==> src/rtl/ysyx_22050612_ifu.sv <==
// ysyx_22050612_ifu: fetch PC, single-outstanding imem fetch and a {pc, inst} output FIFO.
// A redirect flushes the FIFO; a fetch in flight at that moment is drained and discarded.
module ysyx_22050612_ifu #(
    parameter logic [63:0] RESET_PC = 64'h8000_0000,
    parameter int          DEPTH    = 2
) (
    input  logic        clk,
    input  logic        rst,
    output logic        imem_req_valid,
    input  logic        imem_req_ready,
    output logic [63:0] imem_req_addr,
    input  logic        imem_resp_valid,
    input  logic [31:0] imem_resp_data,
    input  logic        redirect_valid,
    input  logic [63:0] redirect_pc,
    output logic        out_valid,
    input  logic        out_ready,
    output logic [31:0] out_inst,
    output logic [63:0] out_pc
);
    localparam int PW = $clog2(DEPTH);
    localparam logic [PW:0] FULL = (PW+1)'(DEPTH);
    typedef enum logic [1:0] {S_REQ, S_WAIT, S_DRAIN} state_t;
    state_t        state_q, state_d;
    logic [63:0]   fetch_pc_q, fetch_pc_d, req_pc_q, req_pc_d;
    logic [PW:0]   count_q, count_d;
    logic [PW-1:0] head_q, head_d, tail_q, tail_d;
    logic [63:0]   fifo_pc_q [DEPTH];
    logic [31:0]   fifo_inst_q [DEPTH];
    logic          req_fire, push, pop;
    assign imem_req_valid = !rst && state_q == S_REQ && count_q != FULL && !redirect_valid;
    assign imem_req_addr  = fetch_pc_q;
    assign out_valid      = count_q != '0;
    assign out_pc         = out_valid ? fifo_pc_q[head_q] : '0;
    assign out_inst       = out_valid ? fifo_inst_q[head_q] : '0;
    assign req_fire       = imem_req_valid && imem_req_ready;
    assign push           = state_q == S_WAIT && imem_resp_valid && !redirect_valid;
    assign pop            = out_valid && out_ready && !redirect_valid;
    always_comb begin
        state_d    = state_q;
        fetch_pc_d = fetch_pc_q;
        req_pc_d   = req_pc_q;
        count_d    = count_q + (PW+1)'(push) - (PW+1)'(pop);
        head_d     = pop ? head_q + 1'b1 : head_q;
        tail_d     = push ? tail_q + 1'b1 : tail_q;
        if (redirect_valid) begin
            fetch_pc_d = {redirect_pc[63:2], 2'b00};
            count_d    = '0;
            head_d     = '0;
            tail_d     = '0;
            state_d    = (state_q == S_REQ || imem_resp_valid) ? S_REQ : S_DRAIN;
        end else if (req_fire) begin
            req_pc_d   = fetch_pc_q;
            fetch_pc_d = fetch_pc_q + 64'd4;
            state_d    = S_WAIT;
        end else if (state_q != S_REQ && imem_resp_valid) begin
            state_d = S_REQ;
        end
    end
    always_ff @(posedge clk or posedge rst) begin
        if (rst) begin
            state_q    <= S_REQ;
            fetch_pc_q <= RESET_PC;
            req_pc_q   <= '0;
            count_q    <= '0;
            head_q     <= '0;
            tail_q     <= '0;
        end else begin
            state_q    <= state_d;
            fetch_pc_q <= fetch_pc_d;
            req_pc_q   <= req_pc_d;
            count_q    <= count_d;
            head_q     <= head_d;
            tail_q     <= tail_d;
        end
    end
    // Entry storage needs no reset: out_* are gated by count.
    always_ff @(posedge clk) begin
        if (push) begin
            fifo_pc_q[tail_q]   <= req_pc_q;
            fifo_inst_q[tail_q] <= imem_resp_data;
        end
    end
endmodule

==> config.mk <==
export PLATFORM = sky130hd
export DESIGN_NAME = ysyx_22050612_ifu
export DESIGN_NICKNAME = d
export VERILOG_FILES = /design/src/rtl/ysyx_22050612_ifu.sv
export SDC_FILE = /design/constraint.sdc
export NUM_CORES = 1
export LEC_CHECK = 0
export ABC_AREA = 1
export CORE_MARGIN = 1
export CORE_UTILIZATION = 58
export DETAILED_ROUTE_END_ITERATION = 8
export DONT_BUFFER_PORTS = 1
export HOLD_SLACK_MARGIN = 0.15
export PLACE_DENSITY_LB_ADDON = 0.3
export SLEW_MARGIN = 10
export SYNTH_ARGS = -nofsm -noshare
export SYNTH_HDL_FRONTEND = slang
export SYNTH_SLANG_ARGS = --single-unit
==> constraint.sdc <==
create_clock -name clk -period 10.1 [get_ports clk]
set_input_delay 2.02 -clock clk [delete_from_list [all_inputs] [get_ports clk]]
set_output_delay 2.02 -clock clk [all_outputs]
set_load 0.01 [all_outputs]
# After elaboration in Yosys (flattened, before gate mapping)
# Memories as Yosys holds them, arrays and structs flattened.
# Cells that the tools add are included.
# Widths: inputs -> output; s select.
[op_classes]
bitwise_logic = 1
n_reduce_logical = 20
add_sub_neg = 5
n_mux = 15
eq_ne = 2
[op_table]
columns = ["operator", "count"]
rows = [
  ["$mux 64", 3],
  ["$add 64x3->64 const B", 1],
  ["$mux 32", 1],
  ["$mux 2", 5],
  ["$reduce_bool 2->1", 5],
  ["$logic_and 1x1->1", 9],
  ["$mux 1", 6],
  ["$reduce_bool 3->1", 1],
  ["$add 1x1->1 const B", 2],
  ["$add 2x1->2", 1],
  ["$eq 2x1->1 const B", 1],
  ["$logic_not 1->1", 2],
  ["$logic_not 2->1", 1],
  ["$ne 2x2->1 const B", 1],
  ["$reduce_and 2->1", 1],
  ["$sub 2x1->2", 1],
  ["$logic_or 1x1->1", 1],
  ["$not 1->1", 1],
]
[totals]
input_bits = 102
out_inout_bits = 162
regBits = 134
mem_bits_rw = 192
n_memories = 2
wordCells = 51
[mem_list]
columns = ["memory", "words", "word_bits", "read_ports", "rd_ports_with_merged_regs", "wr", "line_no", "text"]
rows = [
  ["fifo_pc_q", 2, 64, 1, 0, 1, "28", "logic [63:0] fifo_pc_q [DEPTH];"],
  ["fifo_inst_q", 2, 32, 1, 0, 1, "29", "logic [31:0] fifo_inst_q [DEPTH];"],
]

# Longest topological paths before layout
# Gate-level depths: netlist (run 1).
[logic_depth]
ltp_word = 7
depth_mapped = 10
depth_no_buf = 10

# Worst setup path after synthesis (run 1)
# No wires, ideal clock.
[synth_path]
path_kind = "input-to-reg"
start = "input redirect_valid"
end = "memory fifo_inst_q[1][0] (enable)"
stages = 4
t_arrival_ns = 11.211
n_path_buf = 1
required_time_ns = 9.322
slack_ns = -1.889
setup_ns = 0.778
path_cell_list = "buf_2 inv_1 nand2_1 nor4_1"
[synth_via]
elab_chain_cells = 4
[synth_lines]
columns = ["element", "line_no", "text"]
rows = [
  ["start: declaration", "14", "input logic redirect_valid,"],
  ["$logic_not 1->1", "37", "assign push = state_q == S_WAIT && imem_resp_valid && !redirect_valid;"],
  ["$logic_and 1x1->1", "37", ""],
  ["$mux 1", "79", "if (push) begin"],
  ["$mux 1 (not written as such)", "81", "fifo_inst_q[tail_q] <= imem_resp_data;"],
  ["end: declaration", "29", ""],
]
# Every way passes these cells.

# Worst setup path in the final report (run 1)
[layout_path]
start = "register head_q"
end = "output out_pc[22]"
[layout_via]
elab_chain_cells = 2
[layout_lines]
columns = ["element", "line_no", "text"]
rows = [
  ["start: declaration", "27", "logic [PW-1:0] head_q, head_d, tail_q, tail_d;"],
  ["start signal: assignment", "66", "head_q <= '0;"],
  ["start signal: assignment", "73", "head_q <= head_d;"],
  ["$mem_v2 2x64", "-", ""],
  ["$mux 64", "34", "assign out_pc = out_valid ? fifo_pc_q[head_q] : '0;"],
  ["end: declaration", "19", "output logic [63:0] out_pc"],
]
# Every way passes these cells.

==> run summary, run 1 <==
Outcome: completed
Number of library cell types mapped by synthesis: 35
Multi-input logic area: 4833 um2
Final Hold Viols: 0
Drt via density: 5.585
Initial Utilization: 0.5942
Total power: 3.077 mW
Xor/xnor cell area share of the yosys netlist: 0.006628
Clock H-tree levels: 1
Final Skew: 0.01107 ns
Register area: 8904 um2
GRT Overall Usage: 0.2916
Finished Cell Area: 15,810 um2
Synth Cell Area: 14,540 um2
Initial DRT Pass Iterations: 6
Clock sinks: 318
Placed cell area: 14,760 um2
Min-delay worst type: flip-flop to flip-flop
Synth Area in Simple Gates: 0.2500
First-pass GRT wire length: 57.35 mm
DRT iter0 DRCs: 861
# fillers: 2,000
Hold Crit Start: req_pc_q[43]$_DFFE_PP0P_
Worst Setup EP: out_pc[22]
PD cells: 194.6 nW/um2
Largest family of logic cells by synthesized area: simple AND/OR/NAND/NOR gates
Fin. max-slew vios: 0
Worst-case reg-to-reg path depth: 3
Mux contribution to synthesized area: 0
TritonCTS clock tree: built
Largest net degree at the start of global routing: 102
Routed vias: 10,950
Final setup fails: 0
Area delta synth->final: 8.780%
Vias in the first global route: 10,140
Adder-Cell Fraction of Synth Area: 0.002582
Fmax: 202.8 MHz
Critical path required time: 8.08 ns
Syn Area/Cell: 8.891 um2
Num rows: 57
Cts bufs inserted: 30
Synth Register Bits: 318
Period utilisation layout: 0.4881
Crit path capture type: output pin
DP HPWL: 25.93 mm
Hold Buf Count CTS: 0
Worst r2r src: state_q[1]$_DFFE_PP0P_
DIE AREA: 25,700 um2
Total grt overflow: 0
Setup repair bufs after CTS: 0
Crit path time final: 4.930 ns
Layout Nets: 1,718
Final Non-Filler Cells: 1,961
Setup TNS: 0 ns
Max VDD drop: 0.1125 mV
Port buffer count: 0
Commonest cells after routing, fill and taps aside: nand2_1, nor2_1, edfxtp_1
Antenna-violating nets left: 0
Crit path from: head_q$_DFFE_PP0P_
Chip Width: 160.3 um
Fraction of layout cells with a size suffix above 1: 0.05620
Per-cell routed wire length: 19.08 um
Placed Cells: 1,905
Clock Path Buffers: 3
Slew Limit Headroom: 0.2720
RR Endpoint: fifo_pc_q[1][49]$_DFFE_PP_
Max FO, Critical Path: 74
Worst-path clk slew: 0.06 ns
Io pins: 264
R2R Setup Slk: 7.19 ns
Cells after Synth: 1,635
Max_cap viols: 0
Routability-driven placement congestion ratio: 0.9453
Total Wirelength: 37.41 mm
N_diodes: 0
Compound-gate portion of the synthesized area: 0.07015
Synth warnings: 0
Antenna violations before repair: 0
Die Ht: 160.3 um
Setup Crit Path Kind: flip-flop to output pin
Worst setup SP type: flip-flop
CTS Root Cell: clkbuf_16
Lkg Pwr: 6.566 nW
Worst-Margin Slew: 1.092 ns
RSZ-0062 raised after global routing: no
Resized Gates After CTS: 0
Core area: 24,460 um2
Leading cell type in the layout, fill and taps excluded: nand2_1
Worst Path Arrival: 2.91 ns
Register area share after synthesis: 0.6122
Residual DRC count: 0
Clk_lat worst skew: 0.55 ns
[metrics by stage]
stage / hold WS, ns / setup WS, ns / util
4_1_cts: 0.4719 / 5.147 / 0.6464
3_5_place_dp: 0.4571 / 5.540 / 0.6034
2_1_floorplan: 0.4424 / 2.097 / -
5_1_grt: 0.4798 / 4.955 / 0.6464
6_report: 0.4698 / 5.170 / 0.6464
3_3_place_gp: 0.4464 / 5.587 / 0.6034
[per-layer routing]
layer / global-route usage / share of wire / vias to the layer above
li1: - / - / 5241
met1: 0.4128 / 0.42 / 5128
met2: 0.4516 / 0.45 / 510
met3: 0.05966 / 0.095 / 74
met4: 0.1022 / 0.033 / 0
met5: 0 / 0 / -
[worst min-delay path by stage]
| stage | endpoint | slack, ns | cells after the start |
|---|---|---|---|
| after floorplan | fifo_pc_q[0][10]$_DFFE_PP_ | 0.44 | 0 |
| after global placement | fifo_pc_q[1][7]$_DFFE_PP_ | 0.45 | 0 |
| after detailed placement | fifo_pc_q[1][11]$_DFFE_PP_ | 0.46 | 0 |
| after CTS | fifo_pc_q[0][11]$_DFFE_PP_ | 0.47 | 0 |
| after global routing | fifo_pc_q[1][7]$_DFFE_PP_ | 0.48 | 0 |
| final | fifo_pc_q[0][43]$_DFFE_PP_ | 0.47 | 0 |
[layout make-up]
cell class | count | share of cell area
Tap cell | 324 | 0.02564
Clock inverter | 14 | 0.01234
Multi-Input combinational cell | 1109 | 0.3057
Inverter | 144 | 0.03434
Sequential cell | 318 | 0.5631
Clock buffer | 42 | 0.05420
Timing Repair Buffer | 10 | 0.004748
[state kept, by name (all words and copies together) (netlist names)]
name	count
tail_q	1
req_pc_q	62
imem_req_addr	62
count_q	2
state_q	2
fifo_pc_q	124
fifo_inst_q	64
head_q	1
[synthesized netlist by cell type]
cell type,instances,share of area
inv_2,3,0.00077
nor2_8,2,0.0028
clkbuf_1,28,0.0072
nor2_4,4,0.0031
edfxtp_1,188,0.39
nor3_1,2,0.00069
buf_4,4,0.0021
nand2_1,525,0.14
o31ai_1,1,0.00052
nand2_4,1,0.00077
dfstp_2,1,0.0018
conb_1,1,0.00026
xor2_1,7,0.0042
or2_2,1,0.00043
xnor2_1,4,0.0024
nand3_2,2,0.0014
nand4_4,1,0.0015
o21ai_1,32,0.011
a21oi_1,96,0.033
buf_2,24,0.0083
o21ai_0,61,0.021
o211ai_1,8,0.0041
nand3_1,101,0.035
inv_1,137,0.035
nor2_1,231,0.060
ha_1,3,0.0026
dfrtp_1,129,0.22
clkinv_1,4,0.0010
buf_1,10,0.0026
nand4_1,5,0.0022
o22ai_1,1,0.00043
nand2_2,8,0.0034
nor4_1,1,0.00043
buf_6,1,0.00077
nor2_2,8,0.0034
[critical path, cell delays in order, from the launching register on]
cell     delay (ns)
dfrtp_4        0.69
inv_2          0.42
buf_4          0.70
nand2_1        0.12
a21oi_1        0.36
[cells by family after synthesis]
kind of cell | after synthesis
other | 1
AO/OA/AOI/OAI | 199
flip-flops | 318
AND/OR/NAND/NOR | 892
adder cells (fa/ha/maj) | 3
XOR/XNOR | 11
buffers and inverters | 211
[power by group]
group,internal (mW),switching [mW]
Clock,0.716,0.464
Combinational,0.0767,0.182
Sequential,1.51,0.127
(Power assumes the default switching activity.)
==> inputs of run 2 (changes only) <==
--- a/config.mk
+++ b/config.mk
@@ -7,7 +7,7 @@
 export LEC_CHECK = 0
 export ABC_AREA = 1
 export CORE_MARGIN = 1
-export CORE_UTILIZATION = 58
+export CORE_UTILIZATION = 60
 export DETAILED_ROUTE_END_ITERATION = 8
 export DONT_BUFFER_PORTS = 1
 export HOLD_SLACK_MARGIN = 0.15
==> constraint.sdc (replaced) <==
create_clock -name clk -period 4.74 [get_ports clk]
set_input_delay 0.948 -clock clk [delete_from_list [all_inputs] [get_ports clk]]
set_output_delay 0.948 -clock clk [all_outputs]
set_load 0.01 [all_outputs]
==> run summary, run 2 (same netlist as run 1, synthesis figures left out) <==
Outcome: completed
Largest net degree at the start of global routing: 96
Port buffer count: 0
Max VDD drop: 0.3562 mV
Crit path max-delay cell type: inv_2
Num rows: 56
Sum of buffers and inverters on the critical path: 2
Met2 wire length: 16.93 mm
Regs by FF count: fifo_pc_q (124), fifo_inst_q (64)
Worst-Margin Slew: 1.071 ns
N_diodes: 0
Clock sinks: 318
Final setup fails: 0
Leading cell type in the layout, fill and taps excluded: nand2_1
R2R Setup Slk: 2.05 ns
Core area: 23,610 um2
PD cells: 410.2 nW/um2
Hold Crit Start: req_pc_q[55]$_DFFE_PP0P_
Fin. max-slew vios: 0
CTS Root Cell: clkbuf_16
Total Wirelength: 37.09 mm
Worst-case reg-to-reg path depth: 10
Final hold slack: 0.4691 ns
Vias in the first global route: 10,230
First-pass GRT wire length: 55.97 mm
Chip Width: 157.7 um
Period utilisation layout: 0.7450
Register area: 8904 um2
Multi-input logic area: 4833 um2
Worst Path Arrival: 2.58 ns
Met3 Routed Length: 4.023 mm
Initial DRT Pass Iterations: 5
Die Ht: 157.7 um
Hold Path Depth: 0
Drt via density: 5.661
Delay-heaviest family, CP: buffers and inverters
Residual DRC count: 0
Crit path time final: 3.531 ns
Total power: 6.487 mW
Finished Cell Area: 15,810 um2
Setup TNS: 0 ns
Per-cell routed wire length: 18.92 um
Max FO, Critical Path: 40
Critical path required time: 3.79 ns
Max reg flops: 124
Worst-path clk slew: 0.06 ns
Setup repair bufs after CTS: 0
Total grt overflow: 0
Final Hold Viols: 0
Initial Utilization: 0.6156
Setup Crit Path Kind: flip-flop to output pin
DIE AREA: 24,850 um2
RR Endpoint: count_q[1]$_DFF_PP0_
GRT Overall Usage: 0.2977
Fmax: 283.2 MHz
Commonest cells after routing, fill and taps aside: nand2_1, nor2_1, edfxtp_1
Clock H-tree levels: 1
WHS Endpoint: fifo_pc_q[1][55]$_DFFE_PP_
Slew Limit Headroom: 0.2861
Max_cap viols: 0
Min-delay worst type: flip-flop to flip-flop
Routed vias: 11,100
DRT iter0 DRCs: 1,015
Final Skew: 0.01446 ns
Clk_lat worst skew: 0.55 ns
Worst setup SP type: flip-flop
Max layer used: met4
CP Cell Sequence: inv_2 > buf_4 > nand2_1 > a21oi_1
Clock Path Buffers: 3
Antenna-violating nets left: 0
Largest Register: fifo_pc_q
DP HPWL: 25.54 mm
Fraction of layout cells with a size suffix above 1: 0.05850
Io pins: 264
Cts bufs inserted: 31
Layout Nets: 1,722
Worst r2r src: count_q[1]$_DFF_PP0_
# fillers: 1,883
Area delta synth->final: 8.780%
TritonCTS clock tree: built
Slowest Stage Delay on Critical Path: 0.55 ns
DRT met1 WL: 14.94 mm
Fin util: 0.6697
Crit path capture type: output pin
Placed cell area: 14,790 um2
Hold Buf Count CTS: 0
Antenna violations before repair: 0
Routability-driven placement congestion ratio: 0.9976
Lkg Pwr: 6.573 nW
Resized Gates After CTS: 0
RSZ-0062 raised after global routing: no
run 2: cell count changes in the layout (fill, tap and decap cells not counted), moves of 2 or more:
cell / before / now
buf_4: 10 / 12
bufinv_16: 5 / 2
clkbuf_1: 7 / 11
clkinv_1: 7 / 3
run 2: worst register-to-register path, stage by stage (launching register included):
cell and delay (ns):
dfrtp_1 0.43, nor2_4 0.11, buf_4 0.80, inv_1 0.26, nand2_1 0.18, nor2_1 0.06, ha_1 0.27, inv_1 0.04
ha_1 0.18, xor2_1 0.17, nor2_1 0.06
run 2: final cells by class:
| type | count | area share |
|---|---|---|
| inverters | 144 | 0.03434 |
| clock buffers | 48 | 0.05760 |
| flip-flops and latches | 318 | 0.5631 |
| clock inverters | 9 | 0.007121 |
| multi-input cells | 1109 | 0.3057 |
| well taps | 319 | 0.02524 |
| repair buffers | 13 | 0.006963 |
run 2: worst max path at each step:
stage	from	end	cells past startpoint	slack, ns
floorplan	redirect_valid	fifo_inst_q[1][0]$_DFFE_PP_	4	0.01
global placement	head_q$_DFFE_PP0P_	out_pc[27]	4	1.87
detailed placement	head_q$_DFFE_PP0P_	out_pc[27]	4	1.86
CTS	head_q$_DFFE_PP0P_	out_pc[27]	4	1.22
global route	head_q$_DFFE_PP0P_	out_pc[27]	4	1.04
finish	head_q$_DFFE_PP0P_	out_pc[27]	4	1.21
run 2: metal layers:
metal,global-route usage,up-vias
met3,0.06789,84
li1,-,5255
met2,0.4672,565
met1,0.4081,5191
met5,0,-
met4,0.1073,0
run 2: power by group:
group | total (mW) | switching, mW | internal [mW]
Clock | 2.44 | 1.01 | 1.43
Combinational | 0.563 | 0.397 | 0.166
Sequential | 3.48 | 0.265 | 3.22
run 2: through the flow:
stage                     cells  worst slack (ns)
after global placement     1903             1.871
after CTS                  1960             1.216
final                      1960             1.209
after detailed placement   1903             1.863
after floorplan            1638           0.01239
after global routing       1960             1.044
==> inputs of run 3 (changes only) <==
--- a/config.mk
+++ b/config.mk
@@ -7,7 +7,7 @@
 export LEC_CHECK = 0
 export ABC_AREA = 1
 export CORE_MARGIN = 1
-export CORE_UTILIZATION = 60
+export CORE_UTILIZATION = 58
 export DETAILED_ROUTE_END_ITERATION = 8
 export DONT_BUFFER_PORTS = 1
 export HOLD_SLACK_MARGIN = 0.15
==> constraint.sdc (replaced) <==
create_clock -name clk -period 2.9 [get_ports clk]
set_input_delay 0.58 -clock clk [delete_from_list [all_inputs] [get_ports clk]]
set_output_delay 0.58 -clock clk [all_outputs]
set_load 0.01 [all_outputs]
==> run summary, run 3 (same netlist as run 1, synthesis figures left out) <==
Initial DRT Pass Iterations: 5
CP Cell Sequence: inv_2 > buf_4 > nand2_1 > a21oi_1
Clock sinks: 318
Regs by FF count: fifo_pc_q (124), fifo_inst_q (64)
Worst-path clk slew: 0.06 ns
Crit path from: head_q$_DFFE_PP0P_
Max VDD drop: 0.5155 mV
Slowest Stage Delay on Critical Path: 0.43 ns
Fin. max-slew vios: 0
Largest net degree at the start of global routing: 101
Final Skew: 0.01368 ns
Area delta synth->final: 13.53%
Largest Register: fifo_pc_q
Per-cell routed wire length: 19.14 um
Worst-Margin Slew: 0.5439 ns
Drt via density: 5.606
Worst Setup EP: out_inst[13]
Final setup margin: 0.3983 ns
Cts bufs inserted: 34
Max FO, Critical Path: 30
Worst r2r src: count_q[1]$_DFF_PP0_
Max_cap viols: 0
R2R Setup Slk: 0.89 ns
Clock H-tree levels: 2
Vias in the first global route: 10,770
Port buffer count: 0
Hold Buf Count CTS: 35
DIE AREA: 25,700 um2
Critical path required time: 2.32 ns
Initial Utilization: 0.5942
RSZ-0062 raised after global routing: no
Total power: 11.01 mW
Worst-case reg-to-reg path depth: 9
# fillers: 1,930
Fin util: 0.6746
Lkg Pwr: 6.890 nW
Slew Limit Headroom: 0.6374
Final Hold Viols: 0
Resized Gates After CTS: 0
Worst Path Arrival: 1.92 ns
Final setup fails: 0
Chip Width: 160.3 um
Setup WS pre-CTS: 0.8825 ns
Num rows: 57
Fmax: 399.7 MHz
Outcome: completed
Io pins: 264
Period utilisation layout: 0.8627
Fraction of layout cells with a size suffix above 1: 0.07080
Setup Crit Path Kind: flip-flop to output pin
Worst setup SP type: flip-flop
Placed Cells: 1,922
Setup TNS: 0 ns
Total grt overflow: 0
Setup repair bufs after CTS: 0
DP HPWL: 26.34 mm
RR Endpoint: count_q[1]$_DFF_PP0_
Clock Path Buffers: 3
Commonest cells after routing, fill and taps aside: nand2_1, nor2_1, edfxtp_1
GRT Overall Usage: 0.3053
Routed vias: 11,330
Crit path max-delay cell type: dfrtp_2
Clk_lat worst skew: 0.52 ns
Total Wirelength: 38.66 mm
PD cells: 666.9 nW/um2
Antenna-violating nets left: 0
Residual DRC count: 0
Crit path time final: 2.502 ns
Core area: 24,460 um2
Min-delay worst type: primary input to flip-flop
TritonCTS clock tree: built
Final Non-Filler Cells: 2,020
Crit path capture type: output pin
Layout Nets: 1,774
Routability-driven placement congestion ratio: 0.9830
DRT iter0 DRCs: 1,017
Antenna violations before repair: 1
Die Ht: 160.3 um
Max reg flops: 124
First-pass GRT wire length: 60.46 mm
CTS Root Cell: clkbuf_16
Leading cell type in the layout, fill and taps excluded: nand2_1
[run 3: final cells by class]
| cell class | count | area, um2 | area share |
|---|---|---|---|
| sequential | 318 | 8901 | 0.5393 |
| multi-input combinational | 1109 | 4841 | 0.2933 |
| clock buffer | 46 | 958.4 | 0.05807 |
| timing repair buffer | 62 | 678.2 | 0.04109 |
| inverter | 144 | 551.8 | 0.03343 |
| tap | 324 | 405.4 | 0.02456 |
| clock inverter | 16 | 165.2 | 0.01001 |
| antenna | 1 | 2.502 | 0.0001516 |
[run 3: critical path: cells and delay by family, from the launching register on]
kind,cells,cell delay (ns)
AND/OR/NAND/NOR,1,0.12
buffers and inverters,2,0.54
AO/OA/AOI/OAI,1,0.31
flip-flops,1,0.43
[run 3: how the worst min path moves through the flow]
stage | cells past startpoint | startpoint | slack, ns | endpoint
finish | 2 | redirect_pc[31] | 0.19 | imem_req_addr[31]$_DFFE_PP1P_
global route | 1 | redirect_valid | 0.17 | state_q[0]$_DFFE_PP0P_
CTS | 1 | redirect_valid | 0.17 | state_q[0]$_DFFE_PP0P_
detailed placement | 0 | req_pc_q[43]$_DFFE_PP0P_ | 0.45 | fifo_pc_q[0][43]$_DFFE_PP_
global placement | 0 | req_pc_q[11]$_DFFE_PP0P_ | 0.45 | fifo_pc_q[0][11]$_DFFE_PP_
floorplan | 0 | req_pc_q[10]$_DFFE_PP0P_ | 0.44 | fifo_pc_q[0][10]$_DFFE_PP_
[run 3: per-layer routing]
layer / vias up / global-route usage / share of wire
li1: 5355 / - / -
met1: 5382 / 0.4291 / 0.42
met2: 504 / 0.4840 / 0.46
met3: 84 / 0.05449 / 0.089
met4: 0 / 0.1035 / 0.032
met5: - / 0 / 0
[run 3: power by group]
group | switching (mW) | leakage [nW] | internal (mW)
combinational | 0.661 | 3.07 | 0.330
clock | 1.78 | 0.550 | 2.53
sequential | 0.439 | 3.27 | 5.26
total | 2.88 | 6.89 | 8.12
[run 3: per-stage QoR]
step | hold WS (ns) | instance area, um2
CTS | 0.1673 | 16500
global route | 0.1717 | 16500
floorplan | 0.4424 | 14600
finish | 0.1928 | 16500
detailed placement | 0.4548 | 15030
global placement | 0.4490 | 15030
